## src/rtl/turbo_dec_8bit_if.sv

```systemverilog
// Byte-stream handshake bundle for the turbo decoder.
// Input beats flow master->slave, decoded results slave->master.
interface turbo_dec_8bit_if;
  logic [7:0] in_byte;
  logic       in_valid;
  logic       in_ready;
  logic [7:0] out_data;
  logic       out_corrected;
  logic       out_uncorr;
  logic       out_valid;
  logic       out_ready;

  modport master (
    output in_byte, in_valid, out_ready,
    input  in_ready, out_data, out_corrected,
    input  out_uncorr, out_valid
  );

  modport slave (
    input  in_byte, in_valid, out_ready,
    output in_ready, out_data, out_corrected,
    output out_uncorr, out_valid
  );
endinterface

```

## src/rtl/turbo_dec_8bit.sv

```systemverilog
// Turbo word checker: two-beat frame in, single-error-corrected byte out.
// Keeps saturating counts of corrected and uncorrectable frames.
module turbo_dec_8bit #(
  parameter int unsigned CNT_W = 8
) (
  input  logic             clk,
  input  logic             rst_n,
  turbo_dec_8bit_if.slave  bus,
  input  logic             cnt_clr,
  output logic [CNT_W-1:0] cnt_corr,
  output logic [CNT_W-1:0] cnt_uncorr
);

  typedef enum logic [1:0] {
    S_DATA, S_PAR, S_EVAL, S_OUT
  } state_t;

  localparam logic [CNT_W-1:0] ONE = 1;

  state_t           state_q;
  logic [7:0]       data_q;
  logic [7:0]       par_q;
  logic [7:0]       out_data_q;
  logic             corr_q;
  logic             uncorr_q;
  logic             in_ready_q;
  logic             out_valid_q;
  logic [CNT_W-1:0] cnt_corr_q;
  logic [CNT_W-1:0] cnt_uncorr_q;

  logic [3:0] c;
  logic [3:0] s1;
  logic [3:0] s2;
  logic [7:0] flip;
  logic [7:0] dec_data_d;
  logic       dec_corr_d;
  logic       dec_uncorr_d;

  function automatic logic [3:0] cfn(
    input logic [7:0] d
  );
    cfn[0] = d[0] ^ d[1] ^ d[2];
    cfn[1] = d[2] ^ d[3] ^ d[4];
    cfn[2] = d[4] ^ d[5] ^ d[6];
    cfn[3] = d[6] ^ d[7] ^ d[0];
  endfunction

  function automatic logic one_hot4(
    input logic [3:0] x
  );
    one_hot4 = (x != 4'd0) &&
               ((x & (x - 4'd1)) == 4'd0);
  endfunction

  always_comb begin
    c    = cfn(data_q);
    s1   = c ^ par_q[7:4];
    s2   = c ^ par_q[3:0];
    flip = 8'h00;
    case (s1)
      4'b1001: flip = 8'h01;
      4'b0001: flip = 8'h02;
      4'b0011: flip = 8'h04;
      4'b0010: flip = 8'h08;
      4'b0110: flip = 8'h10;
      4'b0100: flip = 8'h20;
      4'b1100: flip = 8'h40;
      4'b1000: flip = 8'h80;
      default: flip = 8'h00;
    endcase
    dec_data_d   = data_q;
    dec_corr_d   = 1'b0;
    dec_uncorr_d = 1'b0;
    unique case (1'b1)
      (s1 == 4'd0) && (s2 == 4'd0): ;
      (s1 == s2) && (flip != 8'h00): begin
        dec_data_d = data_q ^ flip;
        dec_corr_d = 1'b1;
      end
      (s1 == 4'd0) && one_hot4(s2),
      (s2 == 4'd0) && one_hot4(s1):
        dec_corr_d = 1'b1;
      default:
        dec_uncorr_d = 1'b1;
    endcase
  end

  always_ff @(posedge clk or negedge rst_n) begin
    if (!rst_n) begin
      state_q      <= S_DATA;
      data_q       <= 8'h00;
      par_q        <= 8'h00;
      out_data_q   <= 8'h00;
      corr_q       <= 1'b0;
      uncorr_q     <= 1'b0;
      in_ready_q   <= 1'b1;
      out_valid_q  <= 1'b0;
      cnt_corr_q   <= '0;
      cnt_uncorr_q <= '0;
    end else begin
      unique case (state_q)
        S_DATA: if (bus.in_valid) begin
          data_q  <= bus.in_byte;
          state_q <= S_PAR;
        end
        S_PAR: if (bus.in_valid) begin
          par_q      <= bus.in_byte;
          in_ready_q <= 1'b0;
          state_q    <= S_EVAL;
        end
        S_EVAL: begin
          out_data_q  <= dec_data_d;
          corr_q      <= dec_corr_d;
          uncorr_q    <= dec_uncorr_d;
          out_valid_q <= 1'b1;
          state_q     <= S_OUT;
        end
        S_OUT: if (bus.out_ready) begin
          out_valid_q <= 1'b0;
          in_ready_q  <= 1'b1;
          state_q     <= S_DATA;
        end
        default: state_q <= S_DATA;
      endcase
      // clear has priority over a same-cycle increment
      if (cnt_clr) begin
        cnt_corr_q   <= '0;
        cnt_uncorr_q <= '0;
      end else if (state_q == S_EVAL) begin
        if (dec_corr_d && !(&cnt_corr_q))
          cnt_corr_q <= cnt_corr_q + ONE;
        if (dec_uncorr_d && !(&cnt_uncorr_q))
          cnt_uncorr_q <= cnt_uncorr_q + ONE;
      end
    end
  end

  assign bus.in_ready      = in_ready_q;
  assign bus.out_valid     = out_valid_q;
  assign bus.out_data      = out_data_q;
  assign bus.out_corrected = corr_q;
  assign bus.out_uncorr    = uncorr_q;
  assign cnt_corr          = cnt_corr_q;
  assign cnt_uncorr        = cnt_uncorr_q;

endmodule

```

## src/flat_wrapper.sv

```systemverilog
// flat-port wrapper written by rule: the top's interface ports become plain ports
module turbo_dec_8bit_flat 
#(
  parameter int unsigned CNT_W = 8
)
  (clk, rst_n, cnt_clr, cnt_corr, cnt_uncorr, bus_in_byte, bus_in_valid, bus_out_ready, bus_in_ready, bus_out_data, bus_out_corrected, bus_out_uncorr, bus_out_valid);
  turbo_dec_8bit_if bus_i ();
  input  logic clk;
  input  logic rst_n;
  input  logic cnt_clr;
  output logic [CNT_W-1:0] cnt_corr;
  output logic [CNT_W-1:0] cnt_uncorr;
  input wire logic [$bits(bus_i.in_byte)-1:0] bus_in_byte;
  input wire logic [$bits(bus_i.in_valid)-1:0] bus_in_valid;
  input wire logic [$bits(bus_i.out_ready)-1:0] bus_out_ready;
  output wire logic [$bits(bus_i.in_ready)-1:0] bus_in_ready;
  output wire logic [$bits(bus_i.out_data)-1:0] bus_out_data;
  output wire logic [$bits(bus_i.out_corrected)-1:0] bus_out_corrected;
  output wire logic [$bits(bus_i.out_uncorr)-1:0] bus_out_uncorr;
  output wire logic [$bits(bus_i.out_valid)-1:0] bus_out_valid;
  assign bus_i.in_byte = bus_in_byte;
  assign bus_i.in_valid = bus_in_valid;
  assign bus_i.out_ready = bus_out_ready;
  assign bus_in_ready = bus_i.in_ready;
  assign bus_out_data = bus_i.out_data;
  assign bus_out_corrected = bus_i.out_corrected;
  assign bus_out_uncorr = bus_i.out_uncorr;
  assign bus_out_valid = bus_i.out_valid;
  turbo_dec_8bit #(.CNT_W(CNT_W)) u_core (.clk(clk), .rst_n(rst_n), .bus(bus_i), .cnt_clr(cnt_clr), .cnt_corr(cnt_corr), .cnt_uncorr(cnt_uncorr));
endmodule
```

## config.mk

```make
export PLATFORM = sky130hd
export DESIGN_NAME = turbo_dec_8bit_flat
export DESIGN_NICKNAME = d
export VERILOG_FILES = /design/src/rtl/turbo_dec_8bit_if.sv /design/src/rtl/turbo_dec_8bit.sv /design/src/flat_wrapper.sv
export SDC_FILE = /design/constraint.sdc
export NUM_CORES = 1
export LEC_CHECK = 0
export CAP_MARGIN = 15
export CORE_ASPECT_RATIO = 1.5
export CORE_MARGIN = 2
export CORE_UTILIZATION = 45
export CTS_BUF_LIST = sky130_fd_sc_hd__clkbuf_2
export DETAILED_ROUTE_END_ITERATION = 16
export GPL_TIMING_DRIVEN = 0
export MAX_ROUTING_LAYER = met4
export PLACE_DENSITY_LB_ADDON = 0.05
export SYNTH_ARGS = -nofsm -noshare
export SYNTH_HDL_FRONTEND = slang
export SYNTH_SLANG_ARGS = --single-unit
```

## constraint.sdc

```tcl
create_clock -name clk -period 5.05 [get_ports clk]
set_clock_uncertainty 0.15 [all_clocks]
set_input_delay 0.505 -clock clk [delete_from_list [all_inputs] [get_ports clk]]
set_output_delay 0.505 -clock clk [all_outputs]
set_load 0.02 [all_outputs]
```

==> impl_metrics.py <==
metrics = {
    "layout": {
        "antennaDiodeCount": 0,
        "final_layout_size_suffix_gt1_share_pct": 15.59,
        "finalNetCount": 315,
        "syn2layout_area_growth_pct": 20.56,
        "final_cells": 367,
        "fillers": 564,
        "final_area_um2": 3228,
        "multiInputGateArea_um2": 1469,
        "regArea_um2": 1152,
    },
    "synth": {
        "avgSynthCellArea_um2": 10.88,
        "yosys.cell_count.top_type": "dfrtp_1",
        "synth_edf_count": 0,
        "syn_nets": 266,
        "ys_seq_area_share_pct": 43.04,
        "yosys_warnings": 0,
        "synth-seq-cells": 46,
        "synth_flop_cell": "dfrtp_1",
        "yosysTopAreaCell": "dfrtp_1",
        "async_reset_ff_share_pct": 100.0,
        "synthTopCellsByArea": "dfrtp_1, xnor2_1, mux2_2, nor2_1, ha_1",
        "syn_area_um2": 2678,
        "synth_cell_types": 42,
        "synth_common_cells": "dfrtp_1, nor2_1, xnor2_1",
        "synth.top_cell.area_share_pct": 42.06,
        "syn_inst": 246,
    },
    "placement": {
        "port_buffers": 40,
        "post-dp-hpwl_um": 4130,
        "dp.cells": 359,
        "finalWeightedCongestion": 0.9174,
        "place_area_um2": 3183,
    },
    "floorplan": {
        "die_area_um2": 6596,
        "num_io_pins": 41,
        "die_h_um": 98.48,
        "start_util_pct": 46.28,
        "die_x_um": 66.98,
        "num_rows": 34,
        "core-area_um2": 5786,
    },
    "detailed_routing": {
        "ant_nets": 0,
        "routed_wl_um": 5205,
        "routedWlPerCell_um": 14.18,
        "vias_per_cell": 5.221,
        "drt-initial-drc-count": 74,
        "via_count": 1916,
        "drt-pass1-iter-count": 4,
        "drcViolationCount": 0,
    },
    "setup_path": {
        "critical-path-top-delay-family": "simple AND/OR/NAND/NOR gates",
        "start_kind": "register",
        "required_ps": 5240,
        "critPathMaxStageDelay_ps": 950,
        "cp.arrival_ps": 3150,
        "crit_buf_inv": 0,
        "crit_fanout": 8,
        "critPathKind": "reg -> reg",
        "worstPathCellList": "xor2_1 > nor4_1 > nand3_4 > nand3_1 > a21oi_2 > and4_1 > mux2_1",
        "crit_path_top_delay_cell": "nor4_1",
        "endpoint_kind": "register",
    },
    "clock_tree": {
        "numClockSinks": 46,
        "clk_latency_ps": 420,
        "cts_setup_buffers": 0,
        "tritoncts": "done",
        "cts_buffer_depth": 2,
        "htree_levels": 2,
        "clk_pin_slew_ps": 220,
        "cts_root_buffer": "clkbuf_2",
        "cts_buffers": 5,
    },
    "timing": {
        "max_freq_mhz": 337.9,
        "hold_viol_final": 0,
        "rsz0062_at_grt": "no",
        "post-route-min-period_ps": 2960,
        "slew_headroom_pct": 23.67,
        "whs_ps": 375.6,
        "timing.final.crit_share_pct": 58.61,
        "setup_tns_ps": 0,
        "tightest_slew_ps": 1134,
        "slew_viol_final": 0,
        "setup-violations-final": 0,
    },
    "grt": {
        "grt_max_degree": 28,
        "gr-usage-all-layers_pct": 18.53,
        "grt_pass1_wl_um": 9121,
        "antenna_found_initial": 0,
        "gr-total-overflow": 0,
        "grt_pass1_vias": 1934,
    },
    "outcome": {
        "outcome": "complete, no violations",
    },
    "power_and_ir_drop": {
        "powerDensity_nw_per_um2": 726.4,
        "p_leak_nw": 1.293,
        "ir_worst_vdd_mv": 0.3457,
    },
    "worst_hold_path": {
        "min_path_type": "in -> async",
    },
    "flow_run": {
        "maxCapViolCount": 0,
    },
}
[cells by family (layout without fill, tap and decap cells)]
group / count (synthesis) / in the layout / share of synthesized area (%)
XOR/XNOR: 44 / 44 / 16.50
buffers and inverters: 13 / 62 / 2.103
adder cells (fa/ha/maj): 7 / 7 / 3.271
AND/OR/NAND/NOR: 78 / 78 / 14.49
multiplexers: 24 / 24 / 10.00
AO/OA/AOI/OAI: 34 / 34 / 10.61
flip-flops: 46 / 46 / 43.04
[flip-flops by register name (all words and copies together), names as in the netlist]
register,count
u_core.bus.out_data,8
u_core.cnt_corr,8
u_core.cnt_uncorr,8
u_core.data_q,8
u_core.par_q,8
u_core.state_q,2
u_core.bus.in_ready,1
u_core.bus.out_corrected,1
u_core.bus.out_uncorr,1
u_core.bus.out_valid,1
[final timing paths]
| path | from | to | slack [ps] | cells past startpoint |
|---|---|---|---|---|
| max | u_core.par_q[7]$_DFFE_PN0P_ | u_core.cnt_uncorr[7]$_DFFE_PN0P_ | 2090 | 7 |
| min | rst_n | u_core.cnt_uncorr[3]$_DFFE_PN0P_ | 380 | 2 |
| min reg2reg | u_core.bus.out_uncorr$_DFFE_PN0P_ | u_core.bus.out_uncorr$_DFFE_PN0P_ | 390 | 1 |
| max reg2reg | u_core.par_q[7]$_DFFE_PN0P_ | u_core.cnt_uncorr[7]$_DFFE_PN0P_ | 2090 | 7 |
| max in group asynchronous | rst_n | u_core.bus.out_data[7]$_DFFE_PN0P_ | 3870 | 3 |
| min in group clk | u_core.bus.out_uncorr$_DFFE_PN0P_ | u_core.bus.out_uncorr$_DFFE_PN0P_ | 390 | 1 |
[cells in the final DEF (no fill, tap or decap), types with 2 or more instances in the layout]
| cell type | n |
|---|---|
| a21bo_2 | 2 |
| mux2i_1 | 2 |
| xnor2_2 | 5 |
| a31oi_1 | 2 |
| nand4_1 | 7 |
| nor3_1 | 4 |
| clkbuf_1 | 4 |
| ha_1 | 7 |
| clkdlybuf4s50_1 | 39 |
| nand3_1 | 7 |
| a21oi_1 | 14 |
| dfrtp_1 | 45 |
| o22ai_1 | 2 |
| buf_4 | 2 |
| inv_1 | 7 |
| nand4b_1 | 2 |
| a2111oi_4 | 2 |
| mux2_2 | 20 |
| xnor2_1 | 30 |
| clkbuf_2 | 7 |
| and3_1 | 5 |
| mux2_1 | 2 |
| nand2_1 | 12 |
| a211oi_1 | 2 |
| nand3b_1 | 2 |
| nor2_1 | 31 |
| xor2_1 | 8 |
| nor2b_1 | 4 |
[through the flow]
stage	util (%)	power, mW	setup slack [ps]
floorplan	-	1.858	2401
global placement	54.76	2.192	1967
detailed placement	55.02	2.225	2056
CTS	55.80	2.374	2037
global route	55.80	2.566	1825
finish	55.80	2.345	2090
[cell type report]
| cell class | instances | area share [%] |
|---|---|---|
| Multi-Input combinational cell | 187 | 45.50 |
| Clock buffer | 7 | 1.085 |
| Inverter | 7 | 0.8140 |
| Tap cell | 72 | 2.791 |
| Sequential cell | 46 | 35.70 |
| Buffer | 6 | 0.9302 |
| Timing Repair Buffer | 42 | 13.18 |
[routing by layer]
layer	track usage, %	wire (µm)	vias up
met1	21.68	2120	909
met4	6.436	108	0
met3	3.539	163	10
met2	31.31	2812	36
met5	-	0	-
li1	-	-	961
[power by group]
group | internal, mW | switching [mW]
combinational | 0.693 | 0.870
clock | 0.0360 | 0.111
sequential | 0.500 | 0.135
total | 1.23 | 1.12
[what timing repair did]
item                      CTS  global route
gates resized for setup     0             0
hold endpoints to repair   18             0
hold buffers                1             0
Note: power is estimated with default switching activity, not from simulation.
